===== src/rtl/fifo_reader.sv =====
// fifo_reader: read-side burst engine for the dpram-backed fifo; hides the read latency and presents a valid/ready stream.
// Optional idle timeout on an empty FIFO is enabled by defining FIFO_READER_TIMEOUT_EN.
module fifo_reader #(
    parameter int unsigned DATA    = 16,
    parameter int unsigned ADDR    = 5,
    parameter int unsigned RD_LAT  = 1,
    parameter int unsigned LEN_W   = 8
`ifdef FIFO_READER_TIMEOUT_EN
    ,
    parameter int unsigned TIMEOUT = 64
`endif
) (
    input  logic             clK,
    input  logic             rsT,
    output logic             fifo_RD,
    input  logic [DATA-1:0]  fifo_OUT,
    input  logic [ADDR-1:0]  fifo_COUNT,
    input  logic             start,
    input  logic [LEN_W-1:0] burst_LEN,
    output logic             busy,
    output logic             done,
    output logic             out_VALID,
    output logic [DATA-1:0]  out_DATA,
    output logic             out_LAST,
    input  logic             out_READY
`ifdef FIFO_READER_TIMEOUT_EN
    ,
    output logic             err_TIMEOUT
`endif
);

    localparam int unsigned BUF_DEPTH = RD_LAT + 2;
    localparam int unsigned OCC_W     = $clog2(BUF_DEPTH + 1);
    localparam int unsigned CNT_W     = OCC_W + 2;
    localparam int unsigned PIPE_W    = (RD_LAT == 0) ? 1 : RD_LAT;

    typedef enum logic [1:0] {
        ST_IDLE,
        ST_RUN,
        ST_FLUSH,
        ST_DONE
    } state_t;

    state_t             state_q, state_d;
    logic [LEN_W-1:0]   remain_q, remain_d;
    logic [LEN_W-1:0]   deliver_q, deliver_d;
    logic [PIPE_W-1:0]  pipe_q;
    logic               cap;
    logic [DATA-1:0]    buf_q [BUF_DEPTH];
    logic [DATA-1:0]    buf_d [BUF_DEPTH];
    logic [OCC_W-1:0]   occ_q, occ_d;
    logic [OCC_W-1:0]   wr_idx;
    logic               pop;
    logic               avail;
    logic               credit;
    logic               rd_d;

`ifdef FIFO_READER_TIMEOUT_EN
    localparam int unsigned IDLE_W = $clog2(TIMEOUT + 1);
    logic [IDLE_W-1:0]  idle_q, idle_d;
    logic               err_d;
`endif

    assign pop      = out_VALID & out_READY;
    assign out_DATA = buf_q[0];

    // Subtract the strobe the occupancy input has not yet seen.
    assign avail = fifo_COUNT > ADDR'(fifo_RD);

    // Credit counts buffered words after this cycle's pop plus every read still travelling.
    assign credit = (CNT_W'(occ_q) + CNT_W'(fifo_RD) + CNT_W'($countones(pipe_q)) - CNT_W'(pop))
                    < CNT_W'(BUF_DEPTH);

    // Latency pipe: tags which cycles carry a word on fifo_OUT.
    generate
        if (RD_LAT == 0) begin : g_lat0
            assign pipe_q = '0;
            assign cap    = fifo_RD;
        end else begin : g_latn
            always_ff @(posedge clK or negedge rsT) begin
                if (!rsT) begin
                    pipe_q <= '0;
                end else begin
                    pipe_q[0] <= fifo_RD;
                    for (int i = 1; i < int'(PIPE_W); i++) begin
                        pipe_q[i] <= pipe_q[i-1];
                    end
                end
            end
            assign cap = pipe_q[PIPE_W-1];
        end
    endgenerate

    // Output buffer: entry 0 is the head and drives out_DATA directly.
    always_comb begin
        buf_d  = buf_q;
        wr_idx = occ_q - OCC_W'(pop);
        if (pop) begin
            for (int i = 0; i < int'(BUF_DEPTH) - 1; i++) begin
                buf_d[i] = buf_q[i+1];
            end
        end
        if (cap) begin
            for (int i = 0; i < int'(BUF_DEPTH); i++) begin
                if (OCC_W'(i) == wr_idx) begin
                    buf_d[i] = fifo_OUT;
                end
            end
        end
        occ_d = occ_q + OCC_W'(cap) - OCC_W'(pop);
    end

    // Burst control: next state, counters and read strobe.
    always_comb begin
        state_d   = state_q;
        remain_d  = remain_q;
        deliver_d = deliver_q;
        rd_d      = 1'b0;
`ifdef FIFO_READER_TIMEOUT_EN
        idle_d    = (state_q == ST_RUN && !fifo_RD) ? idle_q : '0;
        err_d     = 1'b0;
`endif
        if (pop && deliver_q != '0) begin
            deliver_d = deliver_q - LEN_W'(1);
        end

        case (state_q)
            ST_IDLE: begin
                if (start) begin
                    if (burst_LEN != '0) begin
                        remain_d  = burst_LEN;
                        deliver_d = burst_LEN;
                        state_d   = ST_RUN;
                    end else begin
                        state_d   = ST_DONE;
                    end
                end
            end
            ST_RUN: begin
                if (remain_q != '0 && avail && credit) begin
                    rd_d     = 1'b1;
                    remain_d = remain_q - LEN_W'(1);
                    if (remain_q == LEN_W'(1)) begin
                        state_d = ST_FLUSH;
                    end
                end
`ifdef FIFO_READER_TIMEOUT_EN
                else if (!avail && !fifo_RD) begin
                    if (idle_q == IDLE_W'(TIMEOUT - 1)) begin
                        // Abandon unissued words so out_LAST lands on the last issued one.
                        deliver_d = deliver_d - remain_q;
                        remain_d  = '0;
                        idle_d    = '0;
                        err_d     = 1'b1;
                        state_d   = ST_FLUSH;
                    end else begin
                        idle_d = idle_q + IDLE_W'(1);
                    end
                end
`endif
            end
            ST_FLUSH: begin
                if (deliver_d == '0) begin
                    state_d = ST_DONE;
                end
            end
            ST_DONE: begin
                state_d = ST_IDLE;
            end
            default: begin
                state_d = ST_IDLE;
            end
        endcase
    end

    always_ff @(posedge clK or negedge rsT) begin
        if (!rsT) begin
            state_q   <= ST_IDLE;
            remain_q  <= '0;
            deliver_q <= '0;
            occ_q     <= '0;
            for (int i = 0; i < int'(BUF_DEPTH); i++) begin
                buf_q[i] <= '0;
            end
            fifo_RD   <= 1'b0;
            busy      <= 1'b0;
            done      <= 1'b0;
            out_VALID <= 1'b0;
            out_LAST  <= 1'b0;
        end else begin
            state_q   <= state_d;
            remain_q  <= remain_d;
            deliver_q <= deliver_d;
            occ_q     <= occ_d;
            buf_q     <= buf_d;
            fifo_RD   <= rd_d;
            busy      <= (state_d == ST_RUN) || (state_d == ST_FLUSH);
            done      <= (state_d == ST_DONE);
            out_VALID <= (occ_d != '0);
            out_LAST  <= (occ_d != '0) && (deliver_d == LEN_W'(1));
        end
    end

`ifdef FIFO_READER_TIMEOUT_EN
    always_ff @(posedge clK or negedge rsT) begin
        if (!rsT) begin
            idle_q      <= '0;
            err_TIMEOUT <= 1'b0;
        end else begin
            idle_q      <= idle_d;
            err_TIMEOUT <= err_d;
        end
    end
`endif

endmodule

===== config.mk =====
export PLATFORM = sky130hd
export DESIGN_NAME = fifo_reader
export DESIGN_NICKNAME = d
export VERILOG_FILES = /design/src/rtl/fifo_reader.sv
export SDC_FILE = /design/constraint.sdc
export NUM_CORES = 1
export LEC_CHECK = 0
export ABC_CLOCK_PERIOD_IN_PS = 3880
export CAP_MARGIN = 30
export CORE_MARGIN = 3
export CORE_UTILIZATION = 55
export CTS_CLUSTER_DIAMETER = 150
export DETAILED_ROUTE_END_ITERATION = 10
export PLACE_DENSITY = 0.8
export SKIP_LAST_GASP = 1
export SLEW_MARGIN = 15
export SYNTH_ARGS = -nofsm -noshare
export SYNTH_HDL_FRONTEND = slang
export SYNTH_SLANG_ARGS = --single-unit

===== constraint.sdc =====
create_clock -name clK -period 3.88 [get_ports clK]
set_input_delay 0.776 -clock clK [delete_from_list [all_inputs] [get_ports clK]]
set_output_delay 0.776 -clock clK [all_outputs]
set_load 0.05 [all_outputs]

==> flow_summary.toml <==
[sta]
hold_viol = 0
finalMaxSlewViolations = 0
timing.final.crit_share_pct = 88.07
worst_slew_pin_slew_ps = 691.3
fmax_ghz = 0.2926
grt_setup_unrepaired = "false"
min_period_ps = 3417
finalWorstSetupSlack_ps = 462.8
clock_skew_ps = 7.931
finalSetupViolations = 0
relSlewSlack_pct = 53.80
finalSetupTns_ps = 0

[die]
die_y_um = 89.86
io_pins = 54
die_x_um = 89.86
dieArea_mm2 = 0.008074
core_mm2 = 0.006568
rows = 29
start_util_pct = 58.89

[critical_path]
rrSetupSlack_ps = 950
worst_setup_path_end_kind = "register"
max_stage_delay_ps = 500
r2r_cells = 11
cp_slowest_cell = "clkdlybuf4s50_1"
crit_start = "out_READY"
critical_path_peak_fanout = 2
reg2reg_to = "busy"
start_kind = "primary input"
rr_startpoint = "out_VALID"
cp.required_ps = 4100
worstSetupPathType = "in2reg"
cp_data_arrival_time_ps = 3640
path_cells = "clkdlybuf4s50_1 > nand2_1 > inv_2 > ha_1 > fa_1 > fa_1 > xnor2_1 > o211ai_1 > nor3_1 > nor3_1 > a31o_2 > ha_1"

[logic_synthesis]
synth_top_area_share_pct = 47.88
synth_edf_count = 0
synth-seq-area-share_pct = 47.88
ys_async_sr_fraction_pct = 100.0
synth_common_cells = "74 x dfrtp_1, 52 x nor2_1, 39 x a21oi_1"
yosys.area.top_type = "dfrtp_1"
synth_cell_types = 44
synthFlopType = "dfrtp_1"
synth_area_leaders = "dfrtp_1 48%, mux2i_1 8.3%, a21oi_1 5.0%, nor2_1 5.0%, mux2_2 4.7%"
syn_inst = 379
syn_area_mm2 = 0.003867
synth.most_common_cell = "dfrtp_1"
syn-num-nets = 425
avgSynthCellArea_um2 = 10.20
yosysWarnings = 0
yosys_register_bits = 74

[grt]
grt_pass1_vias = 2793
track_usage_pct = 20.26
grt_antenna_before_repair = 0
grt_pass1_wl_mm = 13.38
grt.overflow.total = 0
grt_max_degree = 75

[routing]
num_vias = 2875
drt_iter0_markers = 170
totalWireLength_mm = 7.962
drc = 0
avgRoutedWirePerCell_um = 15.34
via_per_inst = 5.539
ant_nets = 0
drtPass1Iterations = 4

[finish]
nets = 468
final_area_mm2 = 0.004669
fin_cells = 519
area_growth_pct = 20.74
drive_gt1_share_pct = 12.44
antenna_cells = 0

[hold_path]
hold_class = "in2async"

[place]
pre_cts_ws_ps = 124.3
post-dp-hpwl_mm = 5.557
dpl_cell_area_mm2 = 0.004403
dp.cells = 503
port_buffers = 53
gp_congestion = 0.9077

[cts]
clk_pin_slew_ps = 80
cts_setup_buffers = 0
root_buffer = "clkbuf_8"
cts_max_path_buffers = 2
cts_htree_levels = 3
numCtsBuffers = 9
cts_tree = "done"
insertion_delay_ps = 340
clock_sinks = 74
hold_buffers = 0
cts_resized = 0

[status]
status = "finished, final reports clean"

[power_and_ir_drop]
power_density_mw_per_mm2 = 927.1
leakage_nw = 1.993
p_total_mw = 4.329
ir_worst_vdd_mv = 0.4471

[run]
maxCapViolations = 0
power by group:
part	total (mW)	switching, mW	leakage, nW	internal, mW
Clock	0.720	0.293	0.116	0.427
Combinational	2.18	1.25	0.996	0.924
Sequential	1.43	0.270	0.881	1.16
Total	4.33	1.82	1.99	2.51
cell type report:
type                       instances  area (um^2)
fill                             446         1898
inverter                          13        48.80
sequential                        74         1852
tap                               93        116.4
timing repair buffer              62        628.1
multi-input combinational        262         1785
clock inverter                     6        115.1
clock buffer                       9        123.9
kinds of logic after synthesis:
logic type / share of synthesized area (%)
AO/OA/AOI/OAI: 12.23
XOR/XNOR: 2.265
flip-flops: 47.88
adder cells (fa/ha/maj): 4.594
buffers and inverters: 5.952
AND/OR/NAND/NOR: 14.14
multiplexers: 12.94
worst max-delay path, delay by kind of cell:
kind | cells | cell delay (ps)
AOI/OAI and AO/OA | 2 | 340
xor gates and xnor gates | 1 | 190
buffers and inverters | 2 | 560
and+or+nand+nor | 3 | 460
adders and majority gates | 4 | 1310
sequential cells by signal, summed over array words and instances (netlist names), 2 cells and up:
name and count:
buf_q 32, deliver_q 8, occ_q 2, out_DATA 16, remain_q 8, state_q 2
layer usage:
metal | global-route usage (%) | routed length, um
met4 | 6.378 | 89
met5 | 0 | 0
met1 | 26.98 | 3547
met3 | 5.760 | 469
met2 | 32.33 | 3855
placed cells by master, fill, tap and decap left out, drive strengths merged, types with 3 or more instances in the layout:
cell	Yosys	layout
buf	21	10
mux2i	32	32
ha	11	11
a22oi	3	3
clkdlybuf4s50	0	52
dfrtp	74	74
bufinv	0	3
nand3	6	6
nor2	53	53
o21ai	23	23
nor3	10	10
xnor2	7	7
or4	6	6
nor3b	4	4
inv	13	14
a21oi	39	39
clkbuf	9	9
nand2	16	16
nor4	5	5
a31o	3	3
xor2	3	3
a31oi	3	3
mux2	16	16
worst max path at each step:
stage,cells past startpoint,to
floorplan,13,remain_q[6]
global placement,12,remain_q[0]
detailed placement,12,busy
CTS,12,busy
global route,12,busy
finish,12,busy
through the flow:
| stage | utilization (%) | hold WS (ps) |
|---|---|---|
| floorplan | - | 475.5 |
| global placement | 67.04 | 456.9 |
| detailed placement | 67.04 | 462.1 |
| CTS | 70.68 | 494.2 |
| global route | 71.10 | 258.0 |
| finish | 71.10 | 272.6 |
No activity file was read; power rests on OpenSTA's default activity.
==> variant, RTL diff (same settings) <==
Add a define of `FIFO_READER_TIMEOUT_EN`.
--- a/src/rtl/fifo_reader.sv
+++ b/src/rtl/fifo_reader.sv
@@ -1,4 +1,6 @@
 // fifo_reader: read-side burst engine for the dpram-backed fifo; hides the read latency and presents a valid/ready stream.
 // Optional idle timeout on an empty FIFO is enabled by defining FIFO_READER_TIMEOUT_EN.
+`define FIFO_READER_TIMEOUT_EN
+
 module fifo_reader #(
     parameter int unsigned DATA    = 16,
Check against the original RTL (old outputs only; new: err_TIMEOUT): same outputs for any inputs over 4 cycles, from zero or initial values and one cycle with rsT low; that may be too few to reach the edited logic, so the function may still have changed.
==> variant against the unedited design <==
- design area up 17%
- count of clock-buffer cells in the layout up 1
- synthesized area up 18%
- first-iteration DRC count up 82%
- largest cell class is now multi-input gates
- sequential cell count up 8
- critical endpoint is now out_LAST
- wire length up 26%
- critical path depth up 2
- hold slack better by 32 ps
- total power up 17%
- clock skew up 2.4 ps
- worst setup slack worse by 230 ps
- die area up 17%
==> variant: results <==
[yosys]
yosysUniqueCellTypes = 55
synthTopCellsByArea = "dfrtp_1 45%, mux2i_1 7.4%, ha_1 5.2%"
synth_compound_area_frac = 0.130
seq_area_frac_synth = 0.448
synth_common_cells = "82 x dfrtp_1, 40 x nand2_1, 36 x nor2_1, 34 x mux2i_1, 33 x a21oi_1"
synthAdderAreaFrac = 0.0650
synth_fp_nets = 509
muxShareOfSynthArea = 0.116
synth-xor-area-share = 0.0325

[detailed_routing]
wl_met1_um = 4470
firstDrtPassIters = 6
wl_per_cell_um = 16.3
drt-initial-drc-count = 310
wl_met3_um = 614
avgViaCountPerCell = 5.80
met2_length_um = 4870

[global_route]
grt_pass1_vias = 3482
met2_usage = 0.354
met1_usage = 0.302
use_met3 = 0.0431
grt_pass1_wl_um = 16800
grt_max_degree = 65
grt_use_total = 0.217

[finish]
n_fill_cell = 602
drive_gt1_frac = 0.131
fin_nets = 562

[placement]
place_area_um2 = 5230
port_buffers = 54
post-dp-hpwl_um = 7340
dp_slack_ps = -82.5
gp_congestion = 0.869

[critical_path]
cp_slowest_cell = "clkdlybuf4s50_1"
cp.arrival_ps = 3910
cp_slowest_stage_delay_ps = 480
path_delay_family = "compound AO/OA/AOI/OAI gates"
crit_fanout = 3

[pwr]
p_leak_nw = 2.38
vdd_drop_max_v = 0.000460

[sta]
clock_skew_ps = 10.3
worstMarginPinSlew_ps = 566

[clock_tree]
cts-root-buf = "clkbuf_8"
numCtsBuffers = 9

[status]
status = "finished, final reports clean"
variant: report_power, final:
| group | total, mW | internal (mW) | switching (mW) |
|---|---|---|---|
| sequential | 1.51 | 1.24 | 0.270 |
| combinational | 2.90 | 1.25 | 1.65 |
| clock | 0.644 | 0.322 | 0.322 |
variant: cell families (layout without fill, tap and decap cells):
kind of cell	count (synthesis)	in the layout
muxes	51	51
DFF	82	82
and+or+nand+nor	131	131
adders and majority gates	22	22
buffers and inverters	57	115
xor gates and xnor gates	17	17
AOI/OAI and AO/OA	94	94
variant: layout make-up:
cell class	instances	area, um2	area share
clock buffers	10	138	0.0253
clock inverters	6	72.6	0.0133
inverters	25	93.8	0.0172
multi-input cells	315	2260	0.414
flip-flops and latches	82	2050	0.377
well taps	102	128	0.0234
repair buffers	74	708	0.130
variant: per-stage QoR:
| step | instances | power [mW] | utilization |
|---|---|---|---|
| 2_1_floorplan | 454 | 3.60 | - |
| 3_3_place_gp | 597 | 4.28 | 0.660 |
| 3_5_place_dp | 598 | 4.38 | 0.663 |
| 4_1_cts | 614 | 5.05 | 0.690 |
| 5_1_grt | 614 | 5.43 | 0.691 |
| 6_report | 614 | 5.05 | 0.691 |
variant: worst paths after layout:
path                            slack, ps  depth (start not counted)           end         start
worst max-delay path                  240                         14      out_LAST     out_READY
worst min-delay path                  300                          1   remain_q[3]           rsT
worst max register to register        400                         15      out_LAST  deliver_q[0]
worst min register to register        510                          1      buf_q[2]      buf_q[2]
max in group asynchronous            3000                          2  deliver_q[4]           rsT
min in group clK                      510                          1      buf_q[2]      buf_q[2]
variant: worst register-to-register path, delay by kind of cell (launching register included):
family | cells | cell delay (ps)
compound gates | 4 | 820
mux | 2 | 290
buf+inv | 2 | 280
fa+ha+maj | 2 | 520
xor+xnor | 1 | 320
simple gates | 4 | 760
flops | 1 | 410
